<file path="src/rtl/dmem_arbiter.sv">
// Two-port arbiter/sequencer in front of the single-port data memory.
// Optional feature: define DMEM_ARB_RR_EN for round-robin contention, otherwise port 0 has fixed priority.
`timescale 1ns/1ps

module dmem_arbiter #(
  parameter int size    = 32,
  parameter int MemSize = 32
) (
  input  logic            clk,
  input  logic            rst_n,
  input  logic            req0,
  input  logic            we0,
  input  logic [size-1:0] addr0,
  input  logic [size-1:0] wdata0,
  input  logic            req1,
  input  logic            we1,
  input  logic [size-1:0] addr1,
  input  logic [size-1:0] wdata1,
  output logic            ack0,
  output logic [size-1:0] rdata0,
  output logic            err0,
  output logic            ack1,
  output logic [size-1:0] rdata1,
  output logic            err1,
  output logic [size-1:0] mem_address,
  output logic            mem_read,
  output logic            mem_write,
  output logic [size-1:0] mem_write_data,
  input  logic [size-1:0] mem_read_data,
  output logic            busy,
  output logic            owner
);

  typedef enum logic [1:0] {IDLE, ISSUE, DONE} state_t;

  // One extra bit so MemSize == 2**size stays representable.
  localparam logic [size:0] MEM_LIMIT = (size+1)'(MemSize);

  state_t          state_q;
  logic            owner_q, cmd_we_q, cmd_err_q, busy_q;
  logic            mem_read_q, mem_write_q;
  logic            ack0_q, ack1_q, err0_q, err1_q;
  logic [size-1:0] mem_address_q, mem_write_data_q, rdata0_q, rdata1_q;

  logic            grant_d;
  logic            win_we_d;
  logic            win_legal_d;
  logic [size-1:0] win_addr_d, win_wdata_d;

  always_comb begin
    // NOTE: every always_comb output gets a default first so no path can infer a latch.
    grant_d     = 1'b0;
`ifdef DMEM_ARB_RR_EN
    grant_d     = req1 & (~req0 | ~owner_q);
`else
    grant_d     = req1 & ~req0;
`endif
    win_we_d    = grant_d ? we1    : we0;
    win_addr_d  = grant_d ? addr1  : addr0;
    win_wdata_d = grant_d ? wdata1 : wdata0;
    win_legal_d = {1'b0, win_addr_d} < MEM_LIMIT;
  end

  always_ff @(posedge clk or negedge rst_n) begin
    if (!rst_n) begin
      state_q          <= IDLE;
      owner_q          <= 1'b1;
      cmd_we_q         <= 1'b0;
      cmd_err_q        <= 1'b0;
      busy_q           <= 1'b0;
      mem_read_q       <= 1'b0;
      mem_write_q      <= 1'b0;
      mem_address_q    <= '0;
      mem_write_data_q <= '0;
      ack0_q           <= 1'b0;
      ack1_q           <= 1'b0;
      err0_q           <= 1'b0;
      err1_q           <= 1'b0;
      rdata0_q         <= '0;
      rdata1_q         <= '0;
    end else begin
      // NOTE: non-blocking defaults here are overridden by later assignments in the same edge;
      // acks and errs therefore fall back to 0 on every cycle except the one after DONE.
      ack0_q <= 1'b0;
      ack1_q <= 1'b0;
      err0_q <= 1'b0;
      err1_q <= 1'b0;
      case (state_q)
        IDLE: begin
          if (req0 || req1) begin
            owner_q          <= grant_d;
            cmd_we_q         <= win_we_d;
            cmd_err_q        <= ~win_legal_d;
            mem_address_q    <= win_addr_d;
            mem_write_data_q <= win_wdata_d;
            mem_write_q      <= win_we_d & win_legal_d;
            mem_read_q       <= ~win_we_d & win_legal_d;
            busy_q           <= 1'b1;
            state_q          <= ISSUE;
          end
        end
        ISSUE: begin
          mem_read_q  <= 1'b0;
          mem_write_q <= 1'b0;
          busy_q      <= 1'b1;
          state_q     <= DONE;
        end
        DONE: begin
          // The memory registered its read data on the strobe edge; capture it now.
          if (owner_q) begin
            ack1_q   <= 1'b1;
            err1_q   <= cmd_err_q;
            rdata1_q <= (cmd_we_q || cmd_err_q) ? '0 : mem_read_data;
          end else begin
            ack0_q   <= 1'b1;
            err0_q   <= cmd_err_q;
            rdata0_q <= (cmd_we_q || cmd_err_q) ? '0 : mem_read_data;
          end
          busy_q  <= 1'b0;
          state_q <= IDLE;
        end
        default: begin
          mem_read_q  <= 1'b0;
          mem_write_q <= 1'b0;
          busy_q      <= 1'b0;
          state_q     <= IDLE;
        end
      endcase
    end
  end

  assign ack0           = ack0_q;
  assign ack1           = ack1_q;
  assign err0           = err0_q;
  assign err1           = err1_q;
  assign rdata0         = rdata0_q;
  assign rdata1         = rdata1_q;
  assign mem_address    = mem_address_q;
  assign mem_read       = mem_read_q;
  assign mem_write      = mem_write_q;
  assign mem_write_data = mem_write_data_q;
  assign busy           = busy_q;
  assign owner          = owner_q;

endmodule
</file>
<file path="config.mk">
export PLATFORM = sky130hd
export DESIGN_NAME = dmem_arbiter
export DESIGN_NICKNAME = d
export VERILOG_FILES = /design/src/rtl/dmem_arbiter.sv
export SDC_FILE = /design/constraint.sdc
export NUM_CORES = 1
export LEC_CHECK = 0
export ABC_CLOCK_PERIOD_IN_PS = 1440
export CAP_MARGIN = 10
export CORE_MARGIN = 1.5
export CORE_UTILIZATION = 37
export CTS_BUF_LIST = sky130_fd_sc_hd__clkbuf_4 sky130_fd_sc_hd__clkbuf_8
export CTS_CLUSTER_DIAMETER = 100
export DETAILED_ROUTE_END_ITERATION = 10
export PLACE_DENSITY = 0.9
export SLEW_MARGIN = 20
export SYNTH_ARGS = -nofsm -noshare
export SYNTH_HDL_FRONTEND = slang
export SYNTH_SLANG_ARGS = --single-unit
</file>
<file path="constraint.sdc">
create_clock -name clk -period 1.44 [get_ports clk]
set_input_delay 0.144 -clock clk [delete_from_list [all_inputs] [get_ports clk]]
set_output_delay 0.144 -clock clk [all_outputs]
set_load 0.02 [all_outputs]
</file>
# After elaboration in Yosys (flattened, before gate mapping)

Index checks and enable logic that the tools add are counted.

Flip-flop bits (word level): 140
Input bits: 166
Logic and storage cells: 54

Order comparisons: 1
Equal/unequal tests: 3
Mux-type cells: 20
Bitwise logic cells: 8
Reductions and logical operators: 7

Operators with widths:

| kind                                                                          | count |
|---|---|
| 32-bit 2-to-1 mux                                                             | 3 |
| 32-bit by 6-bit less-than comparator with 1-bit output, second input constant | 1 |
| 1-bit 2-to-1 mux                                                              | 12 |
| 2-bit AND reduction                                                           | 4 |
| 1-bit case mux with 2 select lines                                            | 3 |
| 1-bit inverter                                                                | 5 |
| 2-bit case mux with 2 select lines                                            | 1 |
| 1-bit bitwise AND                                                             | 3 |
| 2-bit by 1-bit equality test with 1-bit output, second input constant         | 1 |
| 2-bit equality test, second input constant                                    | 1 |
| 2-bit zero test                                                               | 1 |
| 1-bit logical OR                                                              | 2 |
| 2-bit 2-to-1 mux                                                              | 1 |
| 2-bit inequality test, second input constant                                  | 1 |

# Depth between registers and ports, before layout

Gate-level depths: netlist (run 1).

Depth in word-level cells: 7
Mapped depth: 7
Depth with buffers taken out: 5

# Least setup slack after synthesis (run 1)

No wires, ideal clock.

Path type: flip-flop to flip-flop
Start point: register state_q[0]
End point: register rdata0_q[10], in the netlist rdata0[10]
Library setup time: 0.132 ns
Arrival: 1.271 ns
Required time: 1.308 ns
Setup slack: 0.036 ns
Cell stages (with the launch flop): 6
Path buffers: 2
Period minus slack after synthesis: 1.404 ns
Path through: dfrtp_1 or3b_1 buf_2 buf_1 nand2_1 o21ai_1

Word-level cells in the longest chain between the ends: 2

RTL lines:

| what                                 | RTL line | text |
|---|---|---|
| start: declaration                   | 39       | `state_t state_q;` |
| start signal: assignment             | 66       | `state_q <= IDLE;` |
| start signal: assignment             | 99       | `state_q <= ISSUE;` |
| start signal: assignment             | 106      | `state_q <= DONE;` |
| 2-bit equality test                  | 88       | `case (state_q)` |
| 2-bit AND reduction (no source line) | n/a      |  |
| end signal: assignment               | 117      | `rdata0_q <= (cmd_we_q \|\| cmd_err_q) ? '0 : mem_read_data;` |
| end: declaration                     | 43       | `logic [size-1:0] mem_address_q, mem_write_data_q, rdata0_q, rdata1_q;` |

No other way between the ends.
A chain may end at the register's enable or synchronous reset.

# Worst setup path after layout (run 1)

Start point: register state_q[0]
End point: register mem_address_q[8], in the netlist mem_address[8]

Word-level cells in the longest chain between the ends: 2

RTL lines:

| what                                 | RTL line | text |
|---|---|---|
| 2-bit zero test                      | 88       |  |
| 2-bit AND reduction (no source line) | n/a      |  |
| end signal: assignment               | 94       | `mem_address_q <= win_addr_d;` |
| end: declaration                     | 43       |  |

No other way between the ends.

==> results of run 1 <==
==> area by class of cell <==
cell class,instances,area share (%)
clock buffers,21,2.89
multi-input cells,461,22.0
repair buffers,340,34.5
flip-flops and latches,140,35.8
inverters,4,0.294
clock inverters,10,1.66
well taps,211,2.70
repair inverters,1,0.179
==> routing by layer <==
metal  wire length, um  up-vias  track usage (%)
met2              9650      288             39.1
met4               527        0             9.58
met1              7310     2799             25.7
met5                 0        -                0
met3              1570       39             6.86
li1                  -     2816                -
==> registers in the layout, indices dropped and copies added, names as in the netlist <==
| register | flops |
|---|---|
| ack1 | 1 |
| owner | 1 |
| mem_write | 1 |
| mem_read | 1 |
| busy | 1 |
| err0 | 1 |
| rdata0 | 32 |
| rdata1 | 32 |
| mem_write_data | 32 |
| cmd_err_q | 1 |
| ack0 | 1 |
| state_q | 2 |
| cmd_we_q | 1 |
| err1 | 1 |
| mem_address | 32 |
==> logic make-up after synthesis <==
family                 after synthesis
AND/OR/NAND/NOR                    321
multiplexers                         2
AO/OA/AOI/OAI                      138
buffers and inverters               49
flip-flops                         140
==> metrics by stage <==
| step | utilization, % | total power (W) | cell area [um2] | std cells |
|---|---|---|---|---|
| after floorplan | - | 0.0102 | 5820 | 650 |
| final | 64.1 | 0.0177 | 9780 | 1188 |
| after CTS | 62.7 | 0.0172 | 9570 | 1182 |
| after detailed placement | 60.6 | 0.0145 | 9250 | 1149 |
| after global placement | 60.6 | 0.0143 | 9250 | 1149 |
| after global routing | 64.1 | 0.0187 | 9780 | 1188 |
==> power groups by stage <==
stage               registers [W]  clock network, W  logic, W
floorplan                 0.00786                 0   0.00233
global placement          0.00613                 0   0.00816
detailed placement        0.00622                 0   0.00825
CTS                       0.00609           0.00362   0.00748
global route              0.00627           0.00379   0.00868
finish                    0.00609           0.00354   0.00806
==> worst paths after layout <==
path | from | end | slack [ns] | cells after the start
hold reg to reg | rdata1[7]$_DFFE_PN0P_ | rdata1[7]$_DFFE_PN0P_ | 0.48 | 2
hold / removal | addr1[5] | mem_address[5]$_DFFE_PN0P_ | 0.02 | 3
min in group asynchronous | rst_n | rdata0[23]$_DFFE_PN0P_ | 0.16 | 2
max in group asynchronous | rst_n | owner$_DFFE_PN1P_ | 0.66 | 3
setup / recovery | state_q[0]$_DFFE_PN0P_ | mem_address[8]$_DFFE_PN0P_ | 0.03 | 6
setup reg to reg | state_q[0]$_DFFE_PN0P_ | mem_address[8]$_DFFE_PN0P_ | 0.03 | 6
==> timing repair <==
action	CTS	global route
cloned	1	5
hold buffers	1	0
resized for setup	140	18
hold endpoints to repair	139	0
buffers inserted	0	1
endpoints found under the setup margin	139	76
pin swaps	0	1
==> worst reg2reg max path, stage by stage (launching register included) <==
cell	delay, ns
dfrtp_1	0.42
nor2_2	0.15
o21ai_2	0.09
bufinv_8	0.24
buf_6	0.17
nor2_1	0.07
a31oi_1	0.19
==> layout by cell type, fill, tap and decap left out, types with 3 or more instances in the layout <==
cell type        instances
bufinv_16                4
dfrtp_1                139
a21oi_1                  3
clkbuf_16                4
buf_4                   21
buf_12                   9
clkbuf_8                20
o21ai_0                  6
nor2_1                  68
nor4_1                   8
o21ai_1                 58
nand2_1                228
clkdlybuf4s50_1        162
nor4_2                   3
a31oi_1                 64
dlygate4sd2_1          135
buf_6                    3
==> results.cfg, run 1 <==
[logic_synthesis]
ys_types = 32
synth_nets = 816
synth_ff_type = dfrtp_1
synth_commonest_cells = nand2_1, dfrtp_1, nor2_1
synth-xor-area-share_pct = 0
synth_top_area_cell = dfrtp_1
synth_top_area_share_pct = 59.8
ys_seq_area_share_pct = 60.2
synth_compound_area_share_pct = 13.7
yosys_warnings = 0
synthAdderAreaFrac_pct = 0
synth_edf_count = 0
postSynthAreaPerCell_um2 = 8.95
syn-cell-area_um2 = 5820
async_flop_share_pct = 100
ys_ff_latch = 140
muxShareOfSynthArea_pct = 0.366
ys_top_cells_by_area = dfrtp_1, nand2_1, a31oi_1
yosysMostFrequentCell = nand2_1
synth_top_family_by_area = simple AND/OR/NAND/NOR gates
yosys.area_share.simple_pct = 22.1
synthCells = 650

[die]
num_rows = 45
die_x_um = 128
die-area_um2 = 16500
io_pins = 302
core-area_um2 = 15300
initial_core_util_pct = 38.1
die_h_um = 128

[sta]
period_share_pct = 98.0
layout_min_cycle_time_ns = 1.41
fin_skew_ns = 0.0203
hold_viol = 0
setup_ws_ns = 0.0286
relSlewSlack_pct = 73.3
slew_violations = 0
fmax_mhz = 708
tns_ns = 0
tightest_slew_ns = 0.397
setup-violations-final = 0
timing.hold.ws_ns = 0.0165

[pwr]
power.density_nw_per_um2 = 1810
p_clk_share_pct = 20.0
intPower_w = 0.0108
swShare_pct = 38.8
power_frac_seq_pct = 34.4
peakVddDrop_mv = 1.08
leakage_nw = 4.52
power_switching_w = 0.00687
power_frac_comb_pct = 45.6

[critical_path]
arrival_ns = 1.75
start_kind = flip-flop
worstPathRequired_ns = 1.77
crit_path_end_kind = flip-flop
crit_type = reg -> reg
crit_path_cell_trace = nor2_2, o21ai_2, bufinv_8, buf_6, nor2_1, a31oi_1
cpLargestDelayFamily = flip-flops
cp_max_fo = 16
slowest_delay_ns = 0.42
path_buf_inv = 2
worst_path_max_delay_cell = dfrtp_1

[placement]
place.gp.congestion = 0.936
dp_hpwl_um = 13400
port_buffers = 301
dp_slack_ns = -0.507

[layout]
n_fill_cell = 1253
syn2layout_area_growth_pct = 68.1
num_antenna_cells = 0
seqCellArea_um2 = 3500
drive_above_1_share_pct = 9.21
nNetsFinal = 1131
multiInputGateArea_um2 = 2150

[clocking]
cts_tree = built
clockRootBuffer = clkbuf_8
worstSkewPairLatency_ns = 0.44
clk_pin_slew_ns = 0.09
clockBufferDepth = 2
cts-htree-levels = 4
cts_inserted_buffers = 17
cts_sinks = 140

[detailed_routing]
via_per_inst = 5.00
wl_um = 19100
drc = 0
antenna_left = 0
first_iter_violations = 275
vias = 5942
wl_per_cell_um = 16.0
first_pass_iters = 4

[grt]
antenna_found_initial = 0
grt_usage_pct = 22.5
grt_pass1_wl_um = 28800
grt_max_degree = 53
grt_overflow = 0
grt_pass1_vias = 5780

[min_path]
hold_path.class = in -> reg

[status]
run_status = completed

[run]
max_cap_viol_count = 0
Power figures use the tool's default switching activity.
==> run 2: changes to the inputs <==
--- a/config.mk
+++ b/config.mk
@@ -13,6 +13,6 @@
 export CTS_CLUSTER_DIAMETER = 100
 export DETAILED_ROUTE_END_ITERATION = 10
+export GPL_TIMING_DRIVEN = 0
 export PLACE_DENSITY = 0.9
-export SLEW_MARGIN = 20
 export SYNTH_ARGS = -nofsm -noshare
 export SYNTH_HDL_FRONTEND = slang
==> constraint.sdc (replaced) <==
create_clock -name clk -period 1.44 [get_ports clk]
set_input_delay 0.288 -clock clk [delete_from_list [all_inputs] [get_ports clk]]
set_output_delay 0.288 -clock clk [all_outputs]
set_load 0.02 [all_outputs]
==> run 2 against run 1 <==
- the run now ends with negative setup slack left
- wire length up 13%
- final area down 0.20%
- final cell count up 1.9%
- register-to-register slack about the same
- sequential share of layout area up 0.099 points
==> results.cfg, run 2 (same netlist as run 1, synthesis figures left out) <==
[pwr]
peakVddDrop_mv = 0.949
leakage_nw = 4.45
power.density_nw_per_um2 = 1860

[grt]
grt_overflow = 0
grt_pass1_wl_um = 32300
grt_max_degree = 85
grt_pass1_vias = 6254
grt_usage_pct = 25.5
antenna_found_initial = 1

[critical_path]
start_kind = input port
crit_type = in -> reg
crit_path_end_kind = flip-flop
rr_startpoint = state_q[1]$_DFFE_PN0P_
path_buf_inv = 1
rrSetupSlack_ns = 0.02
cpLargestDelayFamily = simple AND/OR/NAND/NOR gates
worst_path_max_delay_cell = clkdlybuf4s50_1
crit_start = addr0[25]
cp_max_fo = 3
crit_path_cell_trace = clkdlybuf4s50_1, nor4_2, nand4_1, mux2_4, o31a_1
reg2reg_to = rdata0[17]$_DFFE_PN0P_
slowest_delay_ns = 0.44
r2r_cells = 5
worstPathRequired_ns = 1.75
arrival_ns = 1.76

[status]
violations = negative setup slack
run_status = finished, violations left

[detailed_routing]
vias = 6201
via_per_inst = 5.12
drc = 0
wl_per_cell_um = 17.8
antenna_left = 0
wl_um = 21500
first_iter_violations = 343
first_pass_iters = 5

[layout]
n_fill_cell = 1207
postLayoutCoreUtil_pct = 64.0
drive_above_1_share_pct = 29.0
final_cell_mix = nand2_1, clkdlybuf4s50_1, dfrtp_1, clkbuf_2, a31oi_1
final_cells = 1210
syn2layout_area_growth_pct = 67.7
nNetsFinal = 1151
layout_commonest_cell = nand2_1

[sta]
fmax_mhz = 688
layout_min_cycle_time_ns = 1.45
tightest_slew_ns = 0.558
rsz0062_at_grt = true
relSlewSlack_pct = 62.8
setup-violations-final = 1
hold_viol = 0
setup_ws_ns = -0.0136
timing.hold.ws_ns = 0.166
slew_violations = 0
fin_skew_ns = 0.0171
period_share_pct = 101

[die]
core-area_um2 = 15300
num_rows = 45
die_x_um = 128
initial_core_util_pct = 38.1
die_h_um = 128
die-area_um2 = 16500
io_pins = 302

[clocking]
worstSkewPairLatency_ns = 0.43
cts_inserted_buffers = 17
cts_tree = built
clk_pin_slew_ns = 0.08
cts_sinks = 140
clockRootBuffer = clkbuf_8
cts-htree-levels = 4
clockBufferDepth = 2

[min_path]
worstHoldStart = addr0[29]
holdPathEnd = mem_address[29]$_DFFE_PN0P_
hold_path_depth = 3
hold_path.class = in -> reg

[run]
max_cap_viol_count = 0

[placement]
dp_hpwl_um = 15500
place.gp.congestion = 0.878
dp.cells = 1163
port_buffers = 301
run 2: changes by cell type in the layout (fill, tap and decap cells not counted), moves of 7 or more:
cell | previous run | this run
nor4_1 | 8 | 1
nand2_1 | 228 | 208
clkdlybuf4s15_1 | 0 | 9
buf_2 | 1 | 23
dlymetal6s2s_1 | 2 | 10
dlygate4sd2_1 | 135 | 10
clkdlybuf4s50_1 | 162 | 140
clkbuf_2 | 0 | 96
clkdlybuf4s15_2 | 0 | 27
nor2_2 | 2 | 14
nor2_1 | 68 | 54
nand2_2 | 0 | 18
run 2: timing repair:
item | in CTS | in global routing
endpoints found under the hold margin | 56 | 0
setup buffers | 0 | 5
cloned | 0 | 8
hold buffers | 1 | 0
pin swaps | 12 | 24
gates resized for setup | 392 | 217
endpoints found under the setup margin | 272 | 223
run 2: worst max-delay path by stage:
stage / endpoint / cells after the start / slack (ns)
after floorplan: cmd_err_q$_DFFE_PN0P_ / 4 / 0.00005
after global placement: mem_write_data[6]$_DFFE_PN0P_ / 1 / -5.40
after detailed placement: mem_address[10]$_DFFE_PN0P_ / 6 / -0.80
after CTS: owner / 1 / -0.06
after global routing: mem_read$_DFFE_PN0P_ / 6 / -0.04
final: cmd_err_q$_DFFE_PN0P_ / 5 / -0.01
run 2: area by class of cell:
| type | instances | area, um2 | share of cell area [%] |
|---|---|---|---|
| antenna | 1 | 2.50 | 0.0256 |
| buffer | 45 | 394 | 4.04 |
| clock buffer | 21 | 270 | 2.77 |
| clock inverter | 11 | 144 | 1.47 |
| inverter | 4 | 17.5 | 0.179 |
| multi-input combinational | 461 | 2360 | 24.2 |
| sequential | 140 | 3510 | 35.9 |
| tap | 211 | 264 | 2.70 |
| timing repair buffer | 316 | 2800 | 28.7 |
run 2: through the flow:
step | instance area (um2) | power [W] | setup TNS (ns) | worst slack, ns
2_1_floorplan | 5820 | 0.0102 | 0 | 0.0000474
3_3_place_gp | 9100 | 0.0144 | -809.37 | -5.40
3_5_place_dp | 9130 | 0.0146 | -61.28 | -0.805
4_1_cts | 9760 | 0.0176 | -0.892 | -0.0618
5_1_grt | 9760 | 0.0192 | -0.816 | -0.0435
6_report | 9760 | 0.0181 | -0.0136 | -0.0136
run 2: routing by layer:
layer	wire, um	share of wire (%)	global-route usage, %	vias up
met2	11100	52	44.7	347
met4	665	3.1	11.4	0
met5	0	0	0	-
li1	-	-	-	2848
met1	7940	37	28.8	2955
met3	1810	8.4	7.65	51
run 2: worst min-delay path, stage by stage:
cell	delay (ns)
dlymetal6s2s_1	0.14
nand2_1	0.06
a31oi_1	0.07
run 2: report_power, final:
part	internal [W]	switching (W)	total (W)
sequential	0.00538	0.000880	0.00626
clock	0.00181	0.00152	0.00333
combinational	0.00355	0.00500	0.00855
